==> config.mk <==
export PLATFORM = sky130hd
export DESIGN_NAME = bcd2_seven_seg_mux
export DESIGN_NICKNAME = d
export VERILOG_FILES = /design/src/rtl/bcd2_seven_seg_mux.sv
export SDC_FILE = /design/constraint.sdc
export NUM_CORES = 1
export LEC_CHECK = 0
export CAP_MARGIN = 0
export CORE_MARGIN = 2
export CORE_UTILIZATION = 61
export CTS_CLUSTER_DIAMETER = 150
export DETAILED_ROUTE_END_ITERATION = 8
export DONT_BUFFER_PORTS = 1
export PLACE_DENSITY = 0.77
export SLEW_MARGIN = 20
export SYNTH_ARGS = -nofsm -noshare
export SYNTH_HDL_FRONTEND = slang
export SYNTH_SLANG_ARGS = --single-unit
==> constraint.sdc <==
create_clock -name clk -period 3.8 [get_ports clk]
set_clock_uncertainty 0.1 [all_clocks]
set_input_delay 0.57 -clock clk [delete_from_list [all_inputs] [get_ports clk]]
set_output_delay 0.57 -clock clk [all_outputs]
set_load 0.01 [all_outputs]
==> src/rtl/bcd2_seven_seg_mux.sv <==
// Two-digit BCD to multiplexed 7-segment display driver.
// Captures bcd_in once per frame at the TENS->ONES slot change so both digits
// of a frame come from the same sample, then alternates the ones and tens
// digits on a shared segment bus every REFRESH_DIV clocks.
//
// Ports:
//   clk     - system clock, rising edge
//   rst     - asynchronous reset, active low
//   bcd_in  - packed BCD, [7:4] tens, [3:0] ones
//   en      - display enable; 0 blanks the outputs, timing keeps running
//   seg     - segments a..g on seg[0]..seg[6], registered
//   an      - digit enables, an[0]=ones, an[1]=tens, registered
//   err     - registered; captured value holds a nibble greater than 9
module bcd2_seven_seg_mux #(
    parameter int unsigned REFRESH_DIV   = 1000,
    parameter bit          COMMON_ANODE  = 1'b0,
    parameter bit          BLANK_LEADING = 1'b1
) (
    input  logic       clk,
    input  logic       rst,
    input  logic [7:0] bcd_in,
    input  logic       en,
    output logic [6:0] seg,
    output logic [1:0] an,
    output logic       err
);

    localparam int unsigned CNT_W = (REFRESH_DIV > 1) ? $clog2(REFRESH_DIV) : 1;
    localparam int unsigned SEG_W = 7;
    localparam int unsigned AN_W  = 2;
    localparam logic [CNT_W-1:0] CNT_LAST = CNT_W'(REFRESH_DIV - 1);
    localparam logic [SEG_W-1:0] SEG_OFF  = COMMON_ANODE ? 7'h7F : 7'h00;
    localparam logic [AN_W-1:0]  AN_OFF   = COMMON_ANODE ? 2'b11 : 2'b00;

    typedef enum logic {
        SLOT_ONES = 1'b0,
        SLOT_TENS = 1'b1
    } slot_e;

    logic [CNT_W-1:0] cnt_q, cnt_d;
    slot_e            sel_q, sel_d;
    logic [7:0]       shadow_q, shadow_d;
    logic             err_q, err_d;
    logic [SEG_W-1:0] seg_q, seg_d;
    logic [AN_W-1:0]  an_q, an_d;

    logic             tick;
    logic             frame;
    logic [3:0]       digit;
    logic [SEG_W-1:0] seg_raw;
    logic [AN_W-1:0]  an_raw;

    // Active-high segment pattern; any non-decimal nibble shows 'E'.
    function automatic logic [SEG_W-1:0] decode(input logic [3:0] d);
        logic [SEG_W-1:0] s;
        case (d)
            4'd0:    s = 7'h3F;
            4'd1:    s = 7'h06;
            4'd2:    s = 7'h5B;
            4'd3:    s = 7'h4F;
            4'd4:    s = 7'h66;
            4'd5:    s = 7'h6D;
            4'd6:    s = 7'h7D;
            4'd7:    s = 7'h07;
            4'd8:    s = 7'h7F;
            4'd9:    s = 7'h6F;
            default: s = 7'h79;
        endcase
        return s;
    endfunction

    // Prescaler, slot toggle, frame capture and output formation.
    // Outputs are built from next-state sel/shadow so they move on the same
    // edge as the slot change.
    always_comb begin
        cnt_d    = cnt_q;
        sel_d    = sel_q;
        shadow_d = shadow_q;
        err_d    = err_q;
        digit    = 4'h0;
        seg_raw  = 7'h00;
        an_raw   = 2'b00;
        seg_d    = SEG_OFF;
        an_d     = AN_OFF;

        tick  = (cnt_q == CNT_LAST);
        frame = tick && (sel_q == SLOT_TENS);

        cnt_d = tick ? '0 : CNT_W'(cnt_q + CNT_W'(1));

        if (tick) begin
            sel_d = (sel_q == SLOT_ONES) ? SLOT_TENS : SLOT_ONES;
        end

        if (frame) begin
            shadow_d = bcd_in;
            err_d    = (bcd_in[7:4] > 4'd9) || (bcd_in[3:0] > 4'd9);
        end

        if (sel_d == SLOT_TENS) begin
            digit  = shadow_d[7:4];
            an_raw = 2'b10;
        end else begin
            digit  = shadow_d[3:0];
            an_raw = 2'b01;
        end
        seg_raw = decode(digit);

        // Leading-zero blanking applies to the tens slot only.
        if (BLANK_LEADING && (sel_d == SLOT_TENS) && (digit == 4'h0)) begin
            seg_raw = 7'h00;
            an_raw  = 2'b00;
        end

        if (!en) begin
            seg_raw = 7'h00;
            an_raw  = 2'b00;
        end

        seg_d = COMMON_ANODE ? ~seg_raw : seg_raw;
        an_d  = COMMON_ANODE ? ~an_raw  : an_raw;
    end

    // State and output registers.
    always_ff @(posedge clk or negedge rst) begin
        if (!rst) begin
            cnt_q    <= '0;
            sel_q    <= SLOT_ONES;
            shadow_q <= 8'h00;
            err_q    <= 1'b0;
            seg_q    <= SEG_OFF;
            an_q     <= AN_OFF;
        end else begin
            cnt_q    <= cnt_d;
            sel_q    <= sel_d;
            shadow_q <= shadow_d;
            err_q    <= err_d;
            seg_q    <= seg_d;
            an_q     <= an_d;
        end
    end

    assign seg = seg_q;
    assign an  = an_q;
    assign err = err_q;

endmodule
=== Word-level counts from Yosys, hierarchy flattened ===
Memories as Yosys holds them, arrays and structs flattened.
Index checks and enable logic that the tools add are counted.

* Reduce and logical (&&, ||, !) cells: 4
* Add/subtract/negate cells: 1
* $lt $le $gt $ge: 2
* Muxes and demuxes: 10
* Equal/unequal tests: 1

{| class="wikitable"
|+ Operators with widths
! operator !! number
|-
| 7-bit 2-to-1 mux || 2
|-
| 10-bit by 1-bit adder with 10-bit output, second input constant || 1
|-
| 10-bit equality test, second input constant || 1
|-
| 10-bit 2-to-1 mux || 1
|-
| 4-bit greater-than comparator, second input constant || 2
|-
| 8-bit 2-to-1 mux || 1
|-
| 2-bit 2-to-1 mux || 3
|-
| 4-bit logical NOT || 1
|-
| 4-bit 2-to-1 mux || 1
|-
| 1-bit logical AND || 2
|-
| 1-bit 2-to-1 mux || 2
|-
| 1-bit logical OR || 1
|}

* Bits in read-only memories: 112
* Logic and storage cells: 25
* Memories: 1
* Register bits after elaboration: 29

{| class="wikitable"
|+ Memories
! memory !! depth !! bits a word !! read ports !! clocked after Yosys merged registers in !! write ports !! RTL line !! text
|-
| (name not given) || 16 || 7 || 1 || 0 || 0 || 56 || <nowiki>case (d)</nowiki>
|}

=== Depth between registers and ports, before layout ===
Gate-level depths: netlist of run 1.

* Depth in word-level cells: 8
* Gate-level depth with buffers: 11
* Mapped depth without buffers: 10

=== Worst setup path after synthesis of run 1 ===
No wires, ideal clock.

* Path kind: reg-to-reg
* Start: reg cnt_q[0]
* End: reg seg_q[0], in the netlist seg[0]
* Period minus slack after synthesis: 3.193 ns
* Setup slack: 0.607 ns
* Data arrival time: 2.947 ns
* Cell stages (with the launch flop): 12
* Required time: 3.553 ns
* Setup time: 0.147 ns
* Path through: dfrtp_1 > ha_1 > nand3_1 > nor4_4 > ha_1 > buf_6 > mux2_2 > mux2i_1 > ha_1 > inv_1 > o41ai_4 > a21oi_1

* Longest elaborated chain between the ends: 8
* Elaborated cells on any way between the ends: 10
* Those cells by class: eq/ne (1); mux (5); reduce/logical (3); memory (1)

{| class="wikitable"
|+ RTL lines
! what !! RTL line !! text
|-
| from (decl) || 40 || <nowiki>logic [CNT_W-1:0] cnt_q, cnt_d;</nowiki>
|-
| from (signal assigned) || 134 || <nowiki>cnt_q <= cnt_d;</nowiki>
|-
| 10-bit equality test (*) || 86 || <nowiki>tick = (cnt_q == CNT_LAST);</nowiki>
|-
| 1-bit logical AND (*) || 87 || <nowiki>frame = tick && (sel_q == SLOT_TENS);</nowiki>
|-
| 8-bit 2-to-1 mux (*) || 95 || <nowiki>if (frame) begin</nowiki>
|-
| named net shadow_d[5] || 42 || <nowiki>logic [7:0] shadow_q, shadow_d;</nowiki>
|-
| 4-bit 2-to-1 mux (*) || 100 || <nowiki>if (sel_d == SLOT_TENS) begin</nowiki>
|-
| parallel branches: the longest is 2 deep, another holds memory read 16 x 7 bit || n/a ||
|-
| 7-bit 2-to-1 mux (*) || 110 || <nowiki>if (BLANK_LEADING && (sel_d == SLOT_TENS) && (digit == 4'h0)) begin</nowiki>
|-
| 7-bit 2-to-1 mux (*) || 115 || <nowiki>if (!en) begin</nowiki>
|-
| named net seg_d[0] || 44 || <nowiki>logic [SEG_W-1:0] seg_q, seg_d;</nowiki>
|-
| to (signal assigned) || 138 || <nowiki>seg_q <= seg_d;</nowiki>
|-
| to (decl) || 44 ||
|}

Mark *: on every way through the listed nets, which the timed path passes.
A chain may end at the register's enable or synchronous reset.

=== Final worst setup path of run 1 ===
* Start: reg cnt_q[0]
* End: reg seg_q[5], in the netlist seg[5]

* Longest elaborated chain between the ends: 8
* Elaborated cells on any way between the ends: 10
* Those cells by class: eq/ne (1); mux (5); reduce/logical (3); memory (1)

{| class="wikitable"
|+ RTL lines
! what !! RTL line
|-
| 10-bit equality test (*) || 86
|-
| parallel branches: the longest is 5 deep, another holds memory read 16 x 7 bit || n/a
|-
| 7-bit 2-to-1 mux (*) || 110
|-
| 7-bit 2-to-1 mux (*) || 115
|-
| named net seg_d[5] || 44
|}

Marked as above.

==> results of run 1 <==
-- state kept, by name, summed over array words and instances (netlist names) --
signal	count
cnt_q	10
shadow_q	8
seg	7
an	2
err	1
sel_q	1
-- worst max-delay path, stage by stage, from the launching register on --
cell	delay, ns
dfrtp_1	0.38
ha_1	0.23
nand3_1	0.15
nor4_4	0.26
ha_1	0.46
mux4_2	0.60
inv_1	0.15
ha_1	0.19
inv_1	0.07
o41ai_4	0.58
a21oi_1	0.09
-- cells in the final DEF (no fill, tap or decap), drive strengths merged --
cell,synthesis,final
nor2,6,6
clkinv,0,2
inv,5,5
or3,2,2
dfrtp,29,29
a22o,2,2
nand4,1,1
o21ai,6,6
o21a,1,1
nand2,5,5
ha,8,8
clkbuf,1,6
a21o,1,1
mux2,10,10
buf,2,3
nor2b,3,3
a21oi,8,8
a31oi,1,1
nor3b,1,1
nand3,5,5
nor3,3,3
nand2b,1,1
mux4,1,1
xor2,2,2
o41ai,1,1
nor4,1,1
o2111ai,1,1
mux2i,5,5
xnor2,2,2
a211oi,1,1
dlygate4sd3,0,1
-- metrics by stage --
stage / setup WS, ns / instances / total power, mW / cell area (um2)
detailed placement: 0.430 / 142 / 0.328 / 1470
global placement: 0.558 / 142 / 0.327 / 1470
finish: 0.412 / 152 / 0.504 / 1550
global route: 0.219 / 152 / 0.525 / 1550
floorplan: 0.607 / 115 / 0.326 / 1440
CTS: 0.418 / 152 / 0.511 / 1550
-- path summary, 6_finish.rpt --
kind / to / slack, ns / depth (start not counted)
min in group asynchronous: an[0]$_DFF_PN0_ / 0.58 / 2
max in group asynchronous: sel_q$_DFF_PN0_ / 2.86 / 2
max: seg[5]$_DFF_PN0_ / 0.41 / 10
min reg2reg: cnt_q[0]$_DFF_PN0_ / 0.37 / 1
min: shadow_q[0]$_DFF_PN0_ / 0.30 / 1
max reg2reg: seg[5]$_DFF_PN0_ / 0.41 / 10
-- cell type report --
cell class | instances | area [um2] | area share [%]
Clock buffer | 6 | 41.3 | 2.67
Clock inverter | 2 | 10.0 | 0.647
Inverter | 5 | 18.8 | 1.21
Multi-Input combinational cell | 78 | 672 | 43.4
Sequential cell | 29 | 726 | 46.9
Tap cell | 28 | 35.0 | 2.26
Timing Repair Buffer | 4 | 45.0 | 2.91
-- metal layers --
metal | global-route usage (%) | up-vias
met5 | 0 | -
met4 | 11.1 | 0
met3 | 8.57 | 10
met2 | 37.1 | 23
met1 | 25.1 | 436
li1 | - | 426
-- power by group through the flow --
| stage | clock network (mW) | logic, mW | registers, mW |
|---|---|---|---|
| 4_1_cts | 0.180 | 0.0150 | 0.316 |
| 6_report | 0.174 | 0.0143 | 0.316 |
| 5_1_grt | 0.192 | 0.0166 | 0.316 |
| 2_1_floorplan | 0 | 0.00460 | 0.321 |
| 3_3_place_gp | 0 | 0.00541 | 0.322 |
| 3_5_place_dp | 0 | 0.00555 | 0.322 |
-- kinds of logic (layout without fill, tap and decap cells) --
| family | after synthesis | in the layout | synth area share (%) |
|---|---|---|---|
| flops | 29 | 29 | 50.5 |
| simple gates | 28 | 28 | 10.7 |
| compound gates | 22 | 22 | 11.2 |
| mux | 16 | 16 | 15.4 |
| fa+ha+maj | 8 | 8 | 6.97 |
| buf+inv | 8 | 17 | 2.70 |
| xor+xnor | 4 | 4 | 2.44 |
==> out/qor.yml, run 1 <==
status:
  run_status: "complete, no violations"
power:
  p_sw_mw: 0.116
  switching_share_pct: 23.0
  clock_power_share_pct: 34.5
  cell_internal_pwr_mw: 0.388
  leakage_nw: 0.713
  p_comb_share_pct: 2.8
  powerDensity_nw_per_um2: 325
  seq_power_share_pct: 62.7
  ir_worst_vdd_mv: 0.329
finish:
  antenna-diode-count: 0
  utilization_pct: 70.0
  final_layout_size_suffix_gt1_share_pct: 21.0
  n_fill_cell: 160
  syn_to_final_growth_pct: 7.75
  num-nets-final: 142
sta:
  timing.hold.ws_ns: 0.295
  slew_headroom_pct: 62.9
  rsz0062_at_grt: "no"
  setup_viol: 0
  final.min_clock_period_ns: 3.39
  fin_crit_sh_pct: 89.2
  hold_violations: 0
  tns_ns: 0
  worstMarginPinSlew_ns: 0.555
  max_freq_mhz: 295
  slew_violations: 0
synth:
  ys_ff_latch: 29
  netlist_instances: 115
  synth_top_area_share_pct: 50.5
  synth_cell_types: 34
  yosys_warnings: 0
  synth.cell_area_um2: 1440
  ys_top_cells_by_count: "29 x dfrtp_1, 8 x ha_1, 7 x a21oi_1"
  yosysSeqAreaShare_pct: 50.5
  synthesis.nets: 134
  ys_dominant_reg_cell: "dfrtp_1"
  yosys-top-cells-area: "dfrtp_1 51%, ha_1 7.0%, mux2_2 4.7%, mux2_4 3.1%, mux2i_4 3.1%"
  post-synth-top-count-cell: "dfrtp_1"
  yosysTopAreaCell: "dfrtp_1"
  syn_avg_cell_area_um2: 12.5
  async_reset_ff_share_pct: 100
  synth_edf_count: 0
global_route:
  grt_pass1_wl_um: 4230
  grt_antenna_before_repair: 0
  track_usage_pct: 22.5
  grt_max_degree: 30
  grt_pass1_vias: 933
  grt_overflow_total: 0
clock_tree:
  path_clk_slew_ns: 0.09
  clk_latency_ns: 0.32
  cts_resized: 0
  cts_hold_buf: 2
  cts_made_buffers: 5
  cts_setup_buffers: 0
  cts_tree: "yes"
  h-tree-depth: 2
  cts_root_buffer: "clkbuf_4"
  clk_path_buf_depth: 2
  clkSinkCount: 29
hold_path:
  hp-class: "primary input to register"
  min_from: "bcd_in[0]"
detailed_routing:
  viasPerCell: 5.89
  dr.pass1.iters: 4
  wl_met2_um: 1200
  drcViolationCount: 0
  num_vias: 895
  wl_met1_um: 1060
  drtAntennaViolNets: 0
  highest_layer: "met4"
  drtIter0Drc: 20
  drt_wl_total_um: 2460
  wl_per_cell_um: 16.2
  dr_wl_met3_um: 114
worst_setup_path:
  endpoint_kind: "register"
  critical_path_class: "register to register"
  worst-endpoint-arrival_ns: 3.47
  crit_fanout: 8
  cp.required_ns: 3.88
  startpoint_type: "register"
  startpoint: "cnt_q[0]$_DFF_PN0_"
  regToRegStartpoint: "cnt_q[0]$_DFF_PN0_"
die:
  start_util_pct: 64.9
  pin_count: 21
  die_h_um: 52.5
  dieArea_um2: 2760
  die_w_um: 52.5
  rows: 17
  coreArea_um2: 2210
placed_design:
  hpwl_um: 1810
  port_buffers: 0
  gp_congestion: 0.835
job:
  cap_violations: 0
Note: power is estimated with default switching activity, not from simulation.
==> inputs of run 2 (changes only) <==
--- a/config.mk
+++ b/config.mk
@@ -11,7 +11,8 @@
 export CTS_CLUSTER_DIAMETER = 150
 export DETAILED_ROUTE_END_ITERATION = 8
 export DONT_BUFFER_PORTS = 1
-export PLACE_DENSITY = 0.77
+export PLACE_DENSITY = 0.86
+export SETUP_SLACK_MARGIN = 0.4
 export SLEW_MARGIN = 20
 export SYNTH_ARGS = -nofsm -noshare
 export SYNTH_HDL_FRONTEND = slang
==> run 2 against run 1 <==
Clock power about the same. Critical endpoint is now seg[0]$_DFF_PN0_. Cell area increased by 0.49%. Via count up 0.89%. Non-clock buffer count up 1. Sequential share of layout area shrank 0.23 points. Worst hold slack improved by 0.0021 ns. Worst setup slack better by 0.28 ns. Count of clock-buffer cells in the layout rose by 2. Power is 0.26% lower. Sequential cell count stayed put. Largest power group unchanged. Critical path depth is 1 higher. Register-to-register slack improved by 0.28 ns.
==> out/qor.yml, run 2 (synthesis gave the netlist of run 1 again) <==
finish:
  top_register: "cnt_q"
  syn_to_final_growth_pct: 8.28
  largest_reg_flops: 10
  final_layout_size_suffix_gt1_share_pct: 20.8
  antenna-diode-count: 0
  num-nets-final: 143
  utilization_pct: 70.3
  final_cell_mix: "29 x dfrtp_1, 7 x a21oi_1, 7 x ha_1"
  final_common_cell: "dfrtp_1"
hold_path:
  min_delay_path_depth: 1
  min_from: "bcd_in[4]"
  hp-class: "primary input to register"
  min_to: "shadow_q[4]$_DFF_PN0_"
clock_tree:
  path_clk_slew_ns: 0.08
  clkSinkCount: 29
  cts_made_buffers: 5
  cts_root_buffer: "clkbuf_4"
  cts_tree: "yes"
  clk_path_buf_depth: 2
  clk_latency_ns: 0.32
  h-tree-depth: 2
worst_setup_path:
  endpoint_kind: "register"
  startpoint_type: "register"
  r2r-end: "seg[0]$_DFF_PN0_"
  crit_chain: "ha_1, nand3_1, nor4_4, ha_2, mux4_2, inv_1, ha_1, inv_1, o41ai_4, buf_4, a21oi_1"
  cp.required_ns: 3.90
  critical_path_class: "register to register"
  ff2ff_path_depth: 11
  regToRegStartpoint: "cnt_q[0]$_DFF_PN0_"
  critPathMaxStageDelay_ns: 0.57
  crit_slowest_cell: "mux4_2"
  crit_fanout: 8
  ff2ff_setup_slack_ns: 0.70
  worst-endpoint-arrival_ns: 3.20
job:
  cap_violations: 0
global_route:
  grt_pass1_wl_um: 4060
  grt_pass1_vias: 887
  track_usage_pct: 21.8
  grt_overflow_total: 0
  grt_antenna_before_repair: 0
  grt_max_degree: 30
placed_design:
  hpwl_um: 1800
  port_buffers: 0
  gp_congestion: 0.813
sta:
  hold_violations: 0
  slew_headroom_pct: 77.0
  tns_ns: 0
  max_freq_mhz: 322
  timing.hold.ws_ns: 0.297
  final.min_clock_period_ns: 3.10
  rsz0062_at_grt: "no"
  setup_viol: 0
  worstMarginPinSlew_ns: 0.338
  slew_violations: 0
  fin_crit_sh_pct: 81.7
die:
  die_h_um: 52.5
  die_w_um: 52.5
  pin_count: 21
  start_util_pct: 64.9
  dieArea_um2: 2760
  rows: 17
  coreArea_um2: 2210
detailed_routing:
  drcViolationCount: 0
  drt_wl_total_um: 2500
  viasPerCell: 5.90
  num_vias: 903
  wl_per_cell_um: 16.3
  drtIter0Drc: 10
  dr.pass1.iters: 4
  drtAntennaViolNets: 0
status:
  run_status: "complete, no violations"
power:
  leakage_nw: 0.709
  powerDensity_nw_per_um2: 323
  ir_worst_vdd_mv: 0.252
## run 2: changes by cell type in the layout (fill, tap and decap cells not counted)
| cell | change |
|---|---|
| clkbuf_1 | +2 |
| clkinv_2 | -2 |
| buf_4 | +1 |
| ha_2 | +1 |
| ha_1 | -1 |
## run 2: worst max path at each step
stage	startpoint	endpoint	cells past startpoint
floorplan	cnt_q[0]$_DFF_PN0_	seg[0]$_DFF_PN0_	11
global placement	cnt_q[0]$_DFF_PN0_	seg[0]$_DFF_PN0_	10
detailed placement	cnt_q[0]$_DFF_PN0_	an[1]$_DFF_PN0_	10
CTS	cnt_q[0]$_DFF_PN0_	an[1]$_DFF_PN0_	10
global route	cnt_q[0]$_DFF_PN0_	seg[0]$_DFF_PN0_	11
finish	cnt_q[0]$_DFF_PN0_	seg[0]$_DFF_PN0_	11
## run 2: repair_timing
item | 4_1_cts | 5_1_grt
hold buffers | 2 | 0
resized for setup | 1 | 0
endpoints found under the hold margin | 29 | 0
pin swaps | 0 | 1
buffers inserted | 0 | 1
setup endpoints to repair | 3 | 8
## run 2: report_power, final
| part | internal [mW] | switching [mW] | total (mW) | leakage [nW] |
|---|---|---|---|---|
| combinational | 0.00615 | 0.00907 | 0.0152 | 0.313 |
| clock | 0.0736 | 0.0979 | 0.171 | 0.0265 |
| sequential | 0.312 | 0.00354 | 0.316 | 0.369 |
| total | 0.392 | 0.111 | 0.502 | 0.709 |
## run 2: final cells by class
type,count,area [um2]
Tap cell,28,35.0
Timing Repair Buffer,5,52.6
Sequential cell,29,726
Clock buffer,8,48.8
Fill cell,149,657
Multi-Input combinational cell,78,674
Inverter,5,18.8
## run 2: worst max-delay path: cells and delay by family (launching register included)
family,cells,cell delay [ns]
AOI/OAI and AO/OA,2,0.27
muxes,1,0.57
buffers and inverters,3,0.44
and+or+nand+nor,2,0.41
adders and majority gates,3,0.80
DFF,1,0.39
## run 2: through the flow
step	cells	setup slack (ns)	power [mW]	cell area [um2]
6_report	153	0.695	0.502	1560
5_1_grt	153	0.501	0.527	1560
4_1_cts	152	0.506	0.512	1550
3_5_place_dp	142	0.396	0.327	1470
3_3_place_gp	142	0.560	0.327	1470
2_1_floorplan	115	0.607	0.326	1440
## run 2: per-layer routing
layer	wire (um)	up-vias	GRT usage [%]
met5	0	-	0
met4	54	0	13.2
met3	107	6	8.86
met2	1260	17	34.4
met1	1080	456	24.4
li1	-	424	-
==> patch 1: new RTL, settings of run 1 <==
`COMMON_ANODE`: 1'b0 -> 1'b1.
--- a/src/rtl/bcd2_seven_seg_mux.sv
+++ b/src/rtl/bcd2_seven_seg_mux.sv
@@ -14,5 +14,5 @@
 module bcd2_seven_seg_mux #(
     parameter int unsigned REFRESH_DIV   = 1000,
-    parameter bit          COMMON_ANODE  = 1'b0,
+    parameter bit          COMMON_ANODE  = 1'b1,
     parameter bit          BLANK_LEADING = 1'b1
 ) (
Behaviour: not the same (a bounded check fails within 4 cycles, from zero or initial values and one cycle with rst low).
==> patch 1 against run 1 <==
  * Setup slack gained 0.11 ns
  * Total power grew 7.9%
  * Final area shrank 1.5%
  * Largest power group unchanged
  * Cell count shrank 0.66%
  * Routed wire length shrank 7.8%
  * Synthesized area shrank 2.7%
  * Sequential share of layout area grew 1.4 points
  * Largest cell class unchanged
  * Hold slack lost 0.11 ns
  * Sequential cell count is the same
==> patch 1: results (changes against run 1) <==
Synth area leaders dfrtp_1 (36%), dfstp_2 (17%), ha_1 (7.2%), mux2_2 (6.4%), mux2i_1 (2.1%); Int Power 0.428 mW (+10%); post-CTS setup buffers 0 (unchanged); Post-DP HPWL 1.61 mm (-11%); vias in the first global route 852 (-8.7%); max_slew headroom 65.8% (+2.9 points); Clk pwr share 38.8% (+4.3 points); CP Data Arrival Time 3.43 ns (-0.04 ns); Cell Count, Final, Fillers Out 151 (-0.66%); met1 WL 1.06 mm (+0.57%); dpl ws 0.559 ns (+0.129 ns); global-route wire length before repair 3.82 mm (-9.8%); Syn Nets 133 (-0.75%); grt met2 use 29.5% (-7.5 points); worst vdd ir 0.264 mV (-20%); hold wc startpoint en; DRC marker count from the first detailed-route iteration 18 (-10%); Unique masters post-synth 33 (-2.9%); final setup margin 0.523 ns (+0.112 ns); drt wl/cell 15.0 um (-7.2%); CTS buffer count 5 (unchanged); total power 0.544 mW (+7.9%); hold slack 0.186 ns (-0.109 ns); CP startpoint cnt_q[0]$_DFF_PN0_; LEAKAGE 0.670 nW (-6.0%); status completed; CP endpoint seg[4]$_DFF_PN1_; GPL Wtd Cong 0.844 (+1.1%); Vias 867 (-3.1%); Seq/Total Area, Yosys 52.7% (+2.2 points); routed wire length on met2 1.03 mm (-14%); syn_area_per_cell 12.3 sq um (-1.8%); met3 usage 6.61% (-2.0 points); most frequent cells after synthesis dfrtp_1 (20), dfstp_2 (9), ha_1 (8), mux2_2 (8), nor2_1 (8); Reg power frac 58.6% (-4.1 points); fraction of layout cells with a size suffix above 1 28.5% (+7.5 points); hold endpoint an[0]$_DFF_PN1_; Total GRT Usage 20.2% (-2.3 points); grt met1 use 27.9% (+2.8 points)
[patch 1: changes by cell type after synthesis, moves of 2 or more]
cell / change
nor2_1: +2
a21oi_1: -3
mux2i_4: -2
o21ai_1: +6
inv_1: -2
mux2_2: +2
dfrtp_1: -9
dfstp_2: +9
[patch 1: layout make-up]
cell class | count | area [sq um]
multi-input cells | 79 | 628
repair buffers | 3 | 37.5
clock inverters | 1 | 5.00
well taps | 28 | 35.0
flip-flops and latches | 29 | 737
inverters | 4 | 17.5
clock buffers | 7 | 65.1
fillers | 167 | 666
[patch 1: logic make-up after synthesis]
group	synth area share, %
simple gates	12.1
flops	52.7
compound gates	10.8
mux	12.4
fa+ha+maj	7.16
buf+inv	2.33
xor+xnor	2.51
[patch 1: critical path: stages, from the launching register on]
cell      delay [ns]
dfrtp_1         0.38
ha_1            0.23
nand3_1         0.15
nor4_4          0.25
ha_1            0.44
mux2_2          0.40
mux2i_1         0.42
inv_1           0.16
ha_1            0.23
or3_1           0.38
o211ai_2        0.08
==> patch 2: new RTL, settings of run 1 <==
Without the edit above. Make the reset (`rst`) synchronous in one clocked block. Comments in the files are not updated.
--- a/src/rtl/bcd2_seven_seg_mux.sv
+++ b/src/rtl/bcd2_seven_seg_mux.sv
@@ -123,5 +123,5 @@
 
     // State and output registers.
-    always_ff @(posedge clk or negedge rst) begin
+    always_ff @(posedge clk) begin
         if (!rst) begin
             cnt_q    <= '0;
Check against the original RTL: differs if rst is asserted again (counterexample within 4 cycles, from zero or initial values and one cycle with rst low); with rst held inactive, the same outputs for 10 cycles.
==> patch 2 against run 1 <==
  * Synthesized cell count is 13% higher
  * Total power up 2.4%
  * Synthesized area decreased by 5.6%
  * Final area fell by 8.1%
  * Sequential cell count did not move
  * Setup slack improved by 0.23 ns
  * Routed wire length down 4.5%
  * Non-clock buffer count is 3 lower
  * Largest cell class is now multi-input gates
==> patch 2: results (changes against run 1) <==
status completed; clock slew at reported path FFs 0.09 ns (about the same); H-tree levels 2 (unchanged); Synth area leaders dfxtp_1 (43%), ha_1 (7.4%), mux4_2 (6.6%), mux2i_1 (5.2%), a21oi_1 (4.4%); Cell Area, Placed 1370 sq um (-6.7%); Post-DP HPWL 1.74 mm (-4.2%); Post-CTS Resized 0 (unchanged); Seq/Total Area, Yosys 42.8% (-7.7 points); total power 0.516 mW (+2.4%); Port Buf Inserts 0 (unchanged); GPL Wtd Cong 0.804 (-3.7%); Detailed Routing Iterations Pass 1 4 (unchanged); n_diodes 0 (unchanged); Placed Cells 155 (+9.2%); slowest CP cell mux4_2; worst vdd ir 0.264 mV (-20%); vias in the first global route 909 (-2.6%); # fillers 177 (+11%); Post-synth ARST share 0% (-100 points); pin count of the biggest net entering global routing 15 (-50%); DRC marker count from the first detailed-route iteration 13 (-35%); dpl ws 0.629 ns (+0.199 ns); Syn Nets 149 (+11%); Ys Warns 0 (unchanged); CP Data Arrival Time 3.24 ns (-0.23 ns); Crit path largest cell delay 0.63 ns (+0.03 ns); Fmax 317 MHz (+7.4%); Vias 939 (+4.9%); Total GRT Usage 21.8% (-0.61 points); fraction of layout cells with a size suffix above 1 11.9% (-9.0 points); pins over their slew limit 0 (unchanged); global-route wire length before repair 4.10 mm (-3.1%); FF-to-FF setup slack 0.65 ns (+0.23 ns); post-synthesis xor/xnor area fraction 1.94% (-0.50 points); Unique masters post-synth 31 (-8.8%); Post-Synth Adder-Cell Area 7.38% (+0.41 points); most frequent cells after synthesis dfxtp_1 (29), a21oi_1 (12), inv_1 (9); CTS buffer count 5 (unchanged); LEAKAGE 0.523 nW (-27%); hold slack 0.265 ns (-0.0298 ns); final WL 2.35 mm (-4.5%); max reg flops 10 (unchanged); max_slew headroom 38.9% (-24 points); post-CTS setup buffers 0 (unchanged); Mapped Cells 130 (+13%); worst hold path class primary input to flip-flop; drt wl/cell 14.5 um (-10%); Biggest register cnt_q; multiplexer share of the synthesized area 14.3% (-1.1 points); multi-input logic area 711 sq um (+5.8%); Synth Area in Compound Gates 13.0% (+1.8 points); crit path max fanout 9 (+1)
==> patch 2: kinds of logic (layout without fill, tap and decap cells) <==
| logic type | Yosys count | in the layout |
|---|---|---|
| simple gates | 37 | 37 |
| mux | 14 | 14 |
| flops | 29 | 29 |
| xor+xnor | 3 | 3 |
| buf+inv | 13 | 17 |
| compound gates | 26 | 26 |
| fa+ha+maj | 8 | 8 |
==> patch 2: routing by layer <==
metal | part of all wire [%] | track usage [%] | wire [um] | vias to the layer above
met5 | 0 | 0 | 0 | -
met4 | 2.3 | 12.2 | 54 | 0
met3 | 5.5 | 8.48 | 129 | 7
met2 | 47 | 34.8 | 1110 | 22
met1 | 45 | 24.9 | 1050 | 444
li1 | - | - | - | 466
==> patch 2: area by class of cell <==
cell class	instances	share of cell area, %
well taps	28	2.46
multi-input cells	88	50.0
clock buffers	7	3.87
inverters	9	2.37
flip-flops and latches	29	40.8
repair buffers	1	0.528
==> patch 2: report_power, final <==
| group | total [mW] | internal (mW) | switching [mW] |
|---|---|---|---|
| sequential | 0.316 | 0.310 | 0.00571 |
| clock | 0.186 | 0.0872 | 0.0993 |
| combinational | 0.0131 | 0.00643 | 0.00665 |
| total | 0.516 | 0.404 | 0.112 |
==> patch 2: final timing paths <==
kind	from	end	cells past startpoint
hold reg to reg	cnt_q[0]$_SDFF_PP0_	cnt_q[0]$_SDFF_PP0_	1
setup / recovery	cnt_q[0]$_SDFF_PP0_	seg[2]$_SDFF_PP0_	10
hold / removal	rst	shadow_q[7]$_SDFF_PN0_	1
setup reg to reg	cnt_q[0]$_SDFF_PP0_	seg[2]$_SDFF_PP0_	10
